[config.mk]
export PLATFORM = sky130hd
export DESIGN_NAME = pipe_stage_reg
export DESIGN_NICKNAME = d
export VERILOG_FILES = /design/src/rtl/pipe_stage_reg.sv
export SDC_FILE = /design/constraint.sdc
export NUM_CORES = 1
export LEC_CHECK = 0
export ABC_CLOCK_PERIOD_IN_PS = 2300
export CAP_MARGIN = 20
export CORE_MARGIN = 2
export CORE_UTILIZATION = 44
export CTS_CLUSTER_DIAMETER = 200
export DETAILED_ROUTE_END_ITERATION = 7
export GPL_TIMING_DRIVEN = 0
export MAX_ROUTING_LAYER = met4
export PLACE_DENSITY = 0.81
export SLEW_MARGIN = 20
export SYNTH_ARGS = -nofsm -noshare
export SYNTH_HDL_FRONTEND = slang
export SYNTH_SLANG_ARGS = --single-unit
[constraint.sdc]
create_clock -name clk -period 2.3 [get_ports clk]
set_input_delay 0.46 -clock clk [delete_from_list [all_inputs] [get_ports clk]]
set_output_delay 0.46 -clock clk [all_outputs]
set_load 0.02 [all_outputs]
[src/rtl/pipe_stage_reg.sv]
// Valid/ready pipeline stage register with bubble insertion and stall counter.
// Define PIPE_STAGE_SKID_EN for a two-entry skid buffer with registered in_ready.
module pipe_stage_reg #(
  parameter int unsigned       DATA_W    = 64,
  parameter logic [DATA_W-1:0] NOP_VALUE = '0,
  parameter int unsigned       CNT_W     = 32
) (
  input  logic              clk,
  input  logic              rst,
  input  logic              flush,
  input  logic              in_valid,
  output logic              in_ready,
  input  logic [DATA_W-1:0] in_data,
  output logic              out_valid,
  input  logic              out_ready,
  output logic [DATA_W-1:0] out_data,
  output logic [1:0]        occupancy,
  output logic [CNT_W-1:0]  stall_cnt
);

  typedef enum logic [1:0] {
    S_EMPTY = 2'd0,
    S_ONE   = 2'd1,
    S_TWO   = 2'd2
  } state_t;

  state_t            state, state_nx;
  logic [DATA_W-1:0] main_q, main_nx;
  logic [CNT_W-1:0]  stall_q;
  logic              in_fire, out_fire;

  assign out_valid = (state != S_EMPTY);
  assign out_data  = out_valid ? main_q : NOP_VALUE;
  assign in_fire   = in_valid && in_ready;
  assign out_fire  = out_valid && out_ready;
  assign stall_cnt = stall_q;

`ifdef PIPE_STAGE_SKID_EN
  logic [DATA_W-1:0] skid_q, skid_nx;

  // Decoded from state only, so no path from out_ready.
  assign in_ready  = (state != S_TWO) && !rst;
  assign occupancy = state;
`else
  assign in_ready  = (!out_valid || out_ready) && !rst;
  assign occupancy = {1'b0, out_valid};
`endif

  always_comb begin
    state_nx = state;
    main_nx  = main_q;
`ifdef PIPE_STAGE_SKID_EN
    skid_nx  = skid_q;
`endif
    if (flush) begin
      state_nx = S_EMPTY;
    end else begin
      unique case (state)
        S_EMPTY: begin
          if (in_fire) begin
            state_nx = S_ONE;
            main_nx  = in_data;
          end
        end
        S_ONE: begin
          if (in_fire && out_fire) begin
            main_nx = in_data;
          end else if (out_fire) begin
            state_nx = S_EMPTY;
`ifdef PIPE_STAGE_SKID_EN
          end else if (in_fire) begin
            state_nx = S_TWO;
            skid_nx  = in_data;
`endif
          end
        end
`ifdef PIPE_STAGE_SKID_EN
        S_TWO: begin
          if (out_fire) begin
            state_nx = S_ONE;
            main_nx  = skid_q;
          end
        end
`endif
        default: state_nx = S_EMPTY;
      endcase
    end
  end

  always_ff @(posedge clk) begin
    if (rst) begin
      state  <= S_EMPTY;
      main_q <= NOP_VALUE;
`ifdef PIPE_STAGE_SKID_EN
      skid_q <= NOP_VALUE;
`endif
    end else begin
      state  <= state_nx;
      main_q <= main_nx;
`ifdef PIPE_STAGE_SKID_EN
      skid_q <= skid_nx;
`endif
    end
  end

  // Saturating backpressure counter; flush does not touch it.
  always_ff @(posedge clk) begin
    if (rst) begin
      stall_q <= '0;
    end else if (out_valid && !out_ready && (stall_q != '1)) begin
      stall_q <= stall_q + CNT_W'(1);
    end
  end

endmodule
==> results of run 1 <==
critical path, cell delays in order:
cell             delay [ns]
clkdlybuf4s50_1        0.47
and2b_2                0.27
nand4_1                0.17
a2111o_1               0.38
buf_6                  0.15
nor4_1                 0.22
mux2_2                 0.37
per-stage QoR:
| step | power (uW) | instance area (um^2) | setup WS, ns | std cells | TNS (ns) |
|---|---|---|---|---|---|
| CTS | 3219 | 6361 | 0.01120 | 872 | 0 |
| finish | 3200 | 6397 | 0.06146 | 875 | 0 |
| floorplan | 1893 | 4324 | 0.1082 | 553 | 0 |
| global placement | 2070 | 6162 | -1.197 | 853 | -18.61 |
| detailed placement | 2078 | 6162 | -1.148 | 853 | -22.62 |
| global route | 3329 | 6397 | 0.006791 | 875 | 0 |
registers in the layout (all words and copies together), names as in the netlist:
signal	cells
stall_cnt	32
state	1
main_q	64
timing repair:
item | in CTS | in global routing
resized for setup | 84 | 8
gates cloned | 0 | 0
pin swaps | 3 | 2
endpoints found under the setup margin | 70 | 9
setup buffers | 3 | 3
worst paths after layout:
path	startpoint	end	slack (ns)	cells after the start
worst max-delay path	out_ready	stall_cnt[31]	0.06	7
worst min register to register	main_q[25]	main_q[25]	0.46	2
worst min-delay path	main_q[25]	main_q[25]	0.46	2
worst max register to register	stall_cnt[26]	stall_cnt[11]	0.09	6
placed cells by master, fill, tap and decap left out, types with 12 or more instances in the layout:
cell and instances:
dfxtp_1 92, o21ai_0 12, nor2_1 14, dlygate4sd2_1 60
a21oi_1 81, nand2_1 143, and2_1 65, clkdlybuf4s50_1 105
or3_1 13, clkbuf_1 18
cells by family (layout without fill, tap and decap cells):
family	after synthesis	in the layout
AOI/OAI and AO/OA	109	109
xor gates and xnor gates	10	10
adders and majority gates	1	1
buffers and inverters	43	232
DFF	97	97
muxes	3	3
other	1	1
and+or+nand+nor	289	289
power groups by stage:
| stage | combinational (uW) | clock [uW] | sequential [uW] |
|---|---|---|---|
| after floorplan | 122 | 0 | 1770 |
| after global placement | 299 | 0 | 1770 |
| after detailed placement | 304 | 0 | 1770 |
| after CTS | 307 | 1180 | 1740 |
| after global routing | 335 | 1250 | 1740 |
| final | 307 | 1160 | 1730 |
layer usage:
metal,vias up,track usage,wire length [um]
met3,19,0.04203,856
met5,-,-,0
met4,0,0.06984,206
met2,160,0.3996,6076
li1,2222,-,-
met1,2062,0.2934,5387
final cells by class:
type                    instances  area [um^2]
flip-flops and latches         97         1948
repair buffers                173         1642
clock buffers                   9        123.9
multi-input cells             413         2210
clock inverters                 7        83.83
plain buffers                  39        209.0
inverters                       4        15.01
fillers                       896         3242
well taps                     133        166.4
==> impl_metrics.py, run 1 <==
metrics = {
    "floorplanning": {
        "rows": 36,
        "die_w_um": 103.1,
        "die_y_um": 103.1,
        "initial_core_util": 0.4486,
        "die_area_mm2": 0.01064,
        "io_pins": 169,
        "core_area_mm2": 0.009639,
    },
    "drt": {
        "ant_nets": 0,
        "routed_via_density": 5.101,
        "drtPass1Iterations": 4,
        "vias": 4463,
        "routed_wl_mm": 12.53,
        "wl_per_cell_um": 14.32,
        "drc_errors": 0,
        "drt_iter0_markers": 202,
    },
    "logic_synthesis": {
        "ys_warn_count": 0,
        "syn-num-nets": 623,
        "syn_area_per_cell_um2": 7.819,
        "synth_edf_count": 0,
        "ys_types": 46,
        "synthArstFlopShare": 0,
        "synth.largest_area_cell": "dfxtp_1",
        "muxShareOfSynthArea": 0.007812,
        "synth_top_area_frac": 0.4491,
        "synth_top_family_by_area": "simple AND/OR/NAND/NOR gates",
        "synth_xor_area_frac": 0.02025,
        "synth-compound-area-share": 0.1377,
        "ys_seq_area_frac": 0.4491,
        "synth_common_cells": "nand2_1, dfxtp_1, a21oi_1",
        "synthCells": 553,
        "ys_ff_latch": 97,
        "synth_most_common_cell": "nand2_1",
        "synth_fa_ha_area_frac": 0.002894,
        "post_synth_instance_area_mm2": 0.004324,
        "synth_area_leaders": "dfxtp_1, nand2_1, and2_1",
        "synthFlopType": "dfxtp_1",
        "synth-simple-area-share": 0.3377,
    },
    "power": {
        "p_int_uw": 2403,
        "power.static_leakage_uw": 0.002533,
        "p_switching_uw": 797.0,
        "comb_power_share": 0.096,
        "ir_worst_vdd_uv": 313.9,
        "netSwitchingFraction": 0.2490,
        "power_density_mw_per_mm2": 500.2,
        "p_clk_frac": 0.362,
        "seqPwrFrac": 0.542,
    },
    "placement": {
        "io_buffers": 167,
        "place.gp.congestion": 0.8987,
        "dp_hpwl_mm": 9.541,
    },
    "global_route": {
        "grt_pass1_wl_mm": 19.57,
        "grt_pass1_vias": 4155,
        "grtUsageTotal": 0.2380,
        "antenna_found_initial": 0,
        "grt_max_degree": 19,
        "grt_overflow_total": 0,
    },
    "finish": {
        "n_antenna_cell": 0,
        "final_util": 0.6637,
        "area_growth_pct": 47.95,
        "drive_gt1_frac": 0.07547,
        "fin_nets": 807,
    },
    "worst_setup_path": {
        "arrival_ns": 2.49,
        "cp-start-kind": "primary input",
        "crit_path_max_fanout": 10,
        "worstSetupPathType": "primary input to flip-flop",
        "cp-end-kind": "flip-flop",
        "crit_required_ns": 2.55,
    },
    "clock_tree": {
        "clkLatencyLatePin_ns": 0.36,
        "htree_num_levels": 3,
        "root_buffer": "clkbuf_8",
        "cts_buffers": 9,
        "clk_pin_slew_ns": 0.09,
        "clkSinkCount": 97,
        "hold_buffers": 0,
        "clk_path_buf_depth": 2,
        "cts_tree": "built",
    },
    "sta": {
        "hold_viol_final": 0,
        "fmax_ghz": 0.4467,
        "rsz0062_at_grt": "false",
        "slew_headroom": 0.6047,
        "setup_viol_count_final": 0,
        "drv_slew": 0,
        "period_needed_ns": 2.239,
        "fin_hold_ws_ns": 0.4567,
        "worst_pin_slew_ns": 0.5885,
        "finalCritPeriodShare": 0.9733,
        "fin_skew_ns": 0.01391,
    },
    "hold_path": {
        "hold_path_class": "flip-flop to flip-flop",
    },
    "status": {
        "status": "completed",
    },
    "job": {
        "cap_violations": 0,
    },
}
(Power assumes the default switching activity.)
==> run 2, diff against run 1 <==
- CTS_BUF_LIST: not set -> sky130_fd_sc_hd__clkbuf_16
- SLEW_MARGIN: 20 -> 10
==> run 2 against run 1 <==
Register-to-register slack about the same. Sequential power about the same. Via count increased by 1.5%. Worst hold slack got worse by 0.0049 ns. Critical path depth decreased by 1. Largest cell class unchanged. Die area unchanged. Combinational power about the same. First-iteration DRC count decreased by 6.9%.
==> impl_metrics.py, run 2 (synthesis results as in run 1) <==
metrics = {
    "status": {
        "status": "completed",
    },
    "finish": {
        "area_growth_pct": 50.35,
        "multiInputGateArea_mm2": 0.002221,
        "largest_reg_flops": 64,
        "mostFrequentLayoutCells": "nand2_1, clkdlybuf4s50_1, dfxtp_1, a21oi_1, and2_1",
        "n_antenna_cell": 0,
        "drive_gt1_frac": 0.07713,
        "fin_nets": 804,
        "regMostFlops": "main_q",
        "final_common_cell": "nand2_1",
        "final_cells": 872,
        "nFillCells": 886,
        "seq_area_mm2": 0.001946,
        "final_util": 0.6745,
    },
    "placement": {
        "dp_hpwl_mm": 9.541,
        "io_buffers": 167,
        "place.gp.congestion": 0.8987,
        "place_worst_setup_slack_ns": -1.148,
        "dp.cells": 853,
    },
    "drt": {
        "routed_via_density": 5.193,
        "vias": 4528,
        "drc_errors": 0,
        "routed_wl_mm": 12.57,
        "drt_iter0_markers": 188,
        "drtPass1Iterations": 4,
        "ant_nets": 0,
        "wl_per_cell_um": 14.41,
    },
    "clock_tree": {
        "clkLatencyLatePin_ns": 0.33,
        "clk_pin_slew_ns": 0.07,
        "cts_tree": "built",
        "clkSinkCount": 97,
        "cts_buffers": 9,
        "root_buffer": "clkbuf_16",
        "htree_num_levels": 3,
        "clk_path_buf_depth": 2,
    },
    "sta": {
        "hold_viol_final": 0,
        "slew_headroom": 0.5753,
        "fin_skew_ns": 0.01012,
        "fmax_ghz": 0.4440,
        "drv_slew": 0,
        "period_needed_ns": 2.252,
        "rsz0062_at_grt": "true",
        "worst_pin_slew_ns": 0.6324,
        "setup_viol_count_final": 0,
        "finalCritPeriodShare": 0.9792,
        "fin_ws_ns": 0.04774,
    },
    "worst_setup_path": {
        "worst-path-buf-inv": 5,
        "cp-start-kind": "primary input",
        "worstSetupPathType": "primary input to primary output",
        "critical_path.top_delay_family": "buffers and inverters",
        "cpMaxStageDelayCell": "clkdlybuf4s50_1",
        "crit_required_ns": 1.84,
        "crit_path_max_fanout": 10,
        "critical_path.most_common_cell": "clkbuf_8",
        "r2r-start": "stall_cnt[26]",
        "crit_chain": "clkdlybuf4s50_1 -> clkbuf_8 -> clkbuf_8 -> buf_6 -> nor2_2 -> buf_4",
        "cp-end-kind": "primary output",
        "cp_slowest_stage_delay_ns": 0.58,
        "arrival_ns": 1.79,
        "crit_path_start": "rst",
    },
    "global_route": {
        "grt_pass1_vias": 4118,
        "grtUsageTotal": 0.2371,
        "grt_overflow_total": 0,
        "grt_pass1_wl_mm": 19.57,
        "grt_max_degree": 19,
        "antenna_found_initial": 0,
    },
    "floorplanning": {
        "die_area_mm2": 0.01064,
        "die_w_um": 103.1,
        "initial_core_util": 0.4486,
        "core_area_mm2": 0.009639,
        "rows": 36,
        "io_pins": 169,
        "die_y_um": 103.1,
    },
    "power": {
        "ir_worst_vdd_uv": 464.8,
        "power.static_leakage_uw": 0.002598,
        "power_density_mw_per_mm2": 550.1,
    },
    "job": {
        "cap_violations": 0,
    },
    "hold_path": {
        "hold_path_class": "flip-flop to flip-flop",
        "worstHoldStart": "main_q[6]",
    },
}
run 2: cell count changes in the layout (fill, tap and decap cells not counted), moves of 3 or more:
cell,previous run,this run
buf_4,11,8
clkbuf_16,0,9
clkbuf_1,18,15
clkbuf_2,6,9
clkbuf_8,11,2
run 2: path summary, 6_finish.rpt:
path	end	slack [ns]	cells after the start
hold / removal	main_q[6]	0.45	2
setup / recovery	in_ready	0.05	6
setup reg to reg	stall_cnt[11]	0.08	6
hold reg to reg	main_q[6]	0.45	2
run 2: report_power, final:
group / internal [uW] / switching, uW / total, uW
Clock: 863 / 672 / 1530
Combinational: 164 / 143 / 306
Sequential: 1720 / 18.2 / 1740
run 2: final cells by class:
cell class,instances,area share
Buffer,38,0.03272
Inverter,4,0.002309
Clock buffer,9,0.03464
Sequential cell,97,0.2993
Tap cell,133,0.02560
Multi-Input combinational cell,413,0.3416
Clock inverter,7,0.01289
Timing Repair Buffer,171,0.2510
run 2: layer usage:
| layer | up-vias | GRT usage | part of all wire |
|---|---|---|---|
| li1 | 2229 | - | - |
| met1 | 2121 | 0.2957 | 0.44 |
| met2 | 160 | 0.3946 | 0.49 |
| met3 | 18 | 0.04814 | 0.066 |
| met4 | 0 | 0.05870 | 0.013 |
| met5 | - | - | 0 |
run 2: what timing repair did:
item | in CTS | in global routing
hold buffers | 0 | 0
buffers inserted | 3 | 1
resized for setup | 82 | 19
endpoints found under the setup margin | 70 | 25
pin swaps | 2 | 1
run 2: worst min-delay path: stages (launching register included):
cell and delay (ns):
dfxtp_1 0.31, nand2_1 0.05, a21oi_1 0.05
run 2: through the flow:
stage | power [uW] | setup TNS [ns] | cell area (um^2) | hold WS [ns]
floorplan | 1893 | 0 | 4324 | 0.4317
global placement | 2070 | -18.61 | 6162 | 0.4365
detailed placement | 2078 | -22.62 | 6162 | 0.4439
CTS | 3600 | 0 | 6455 | 0.4536
global route | 3709 | -0.03393 | 6501 | 0.4712
finish | 3576 | 0 | 6501 | 0.4517
==> run 3, diff against run 2 <==
- CAP_MARGIN: 20 -> not set
==> results of run 3 <==
No change in the layout: final DEF, timing and power equal those of run 2.
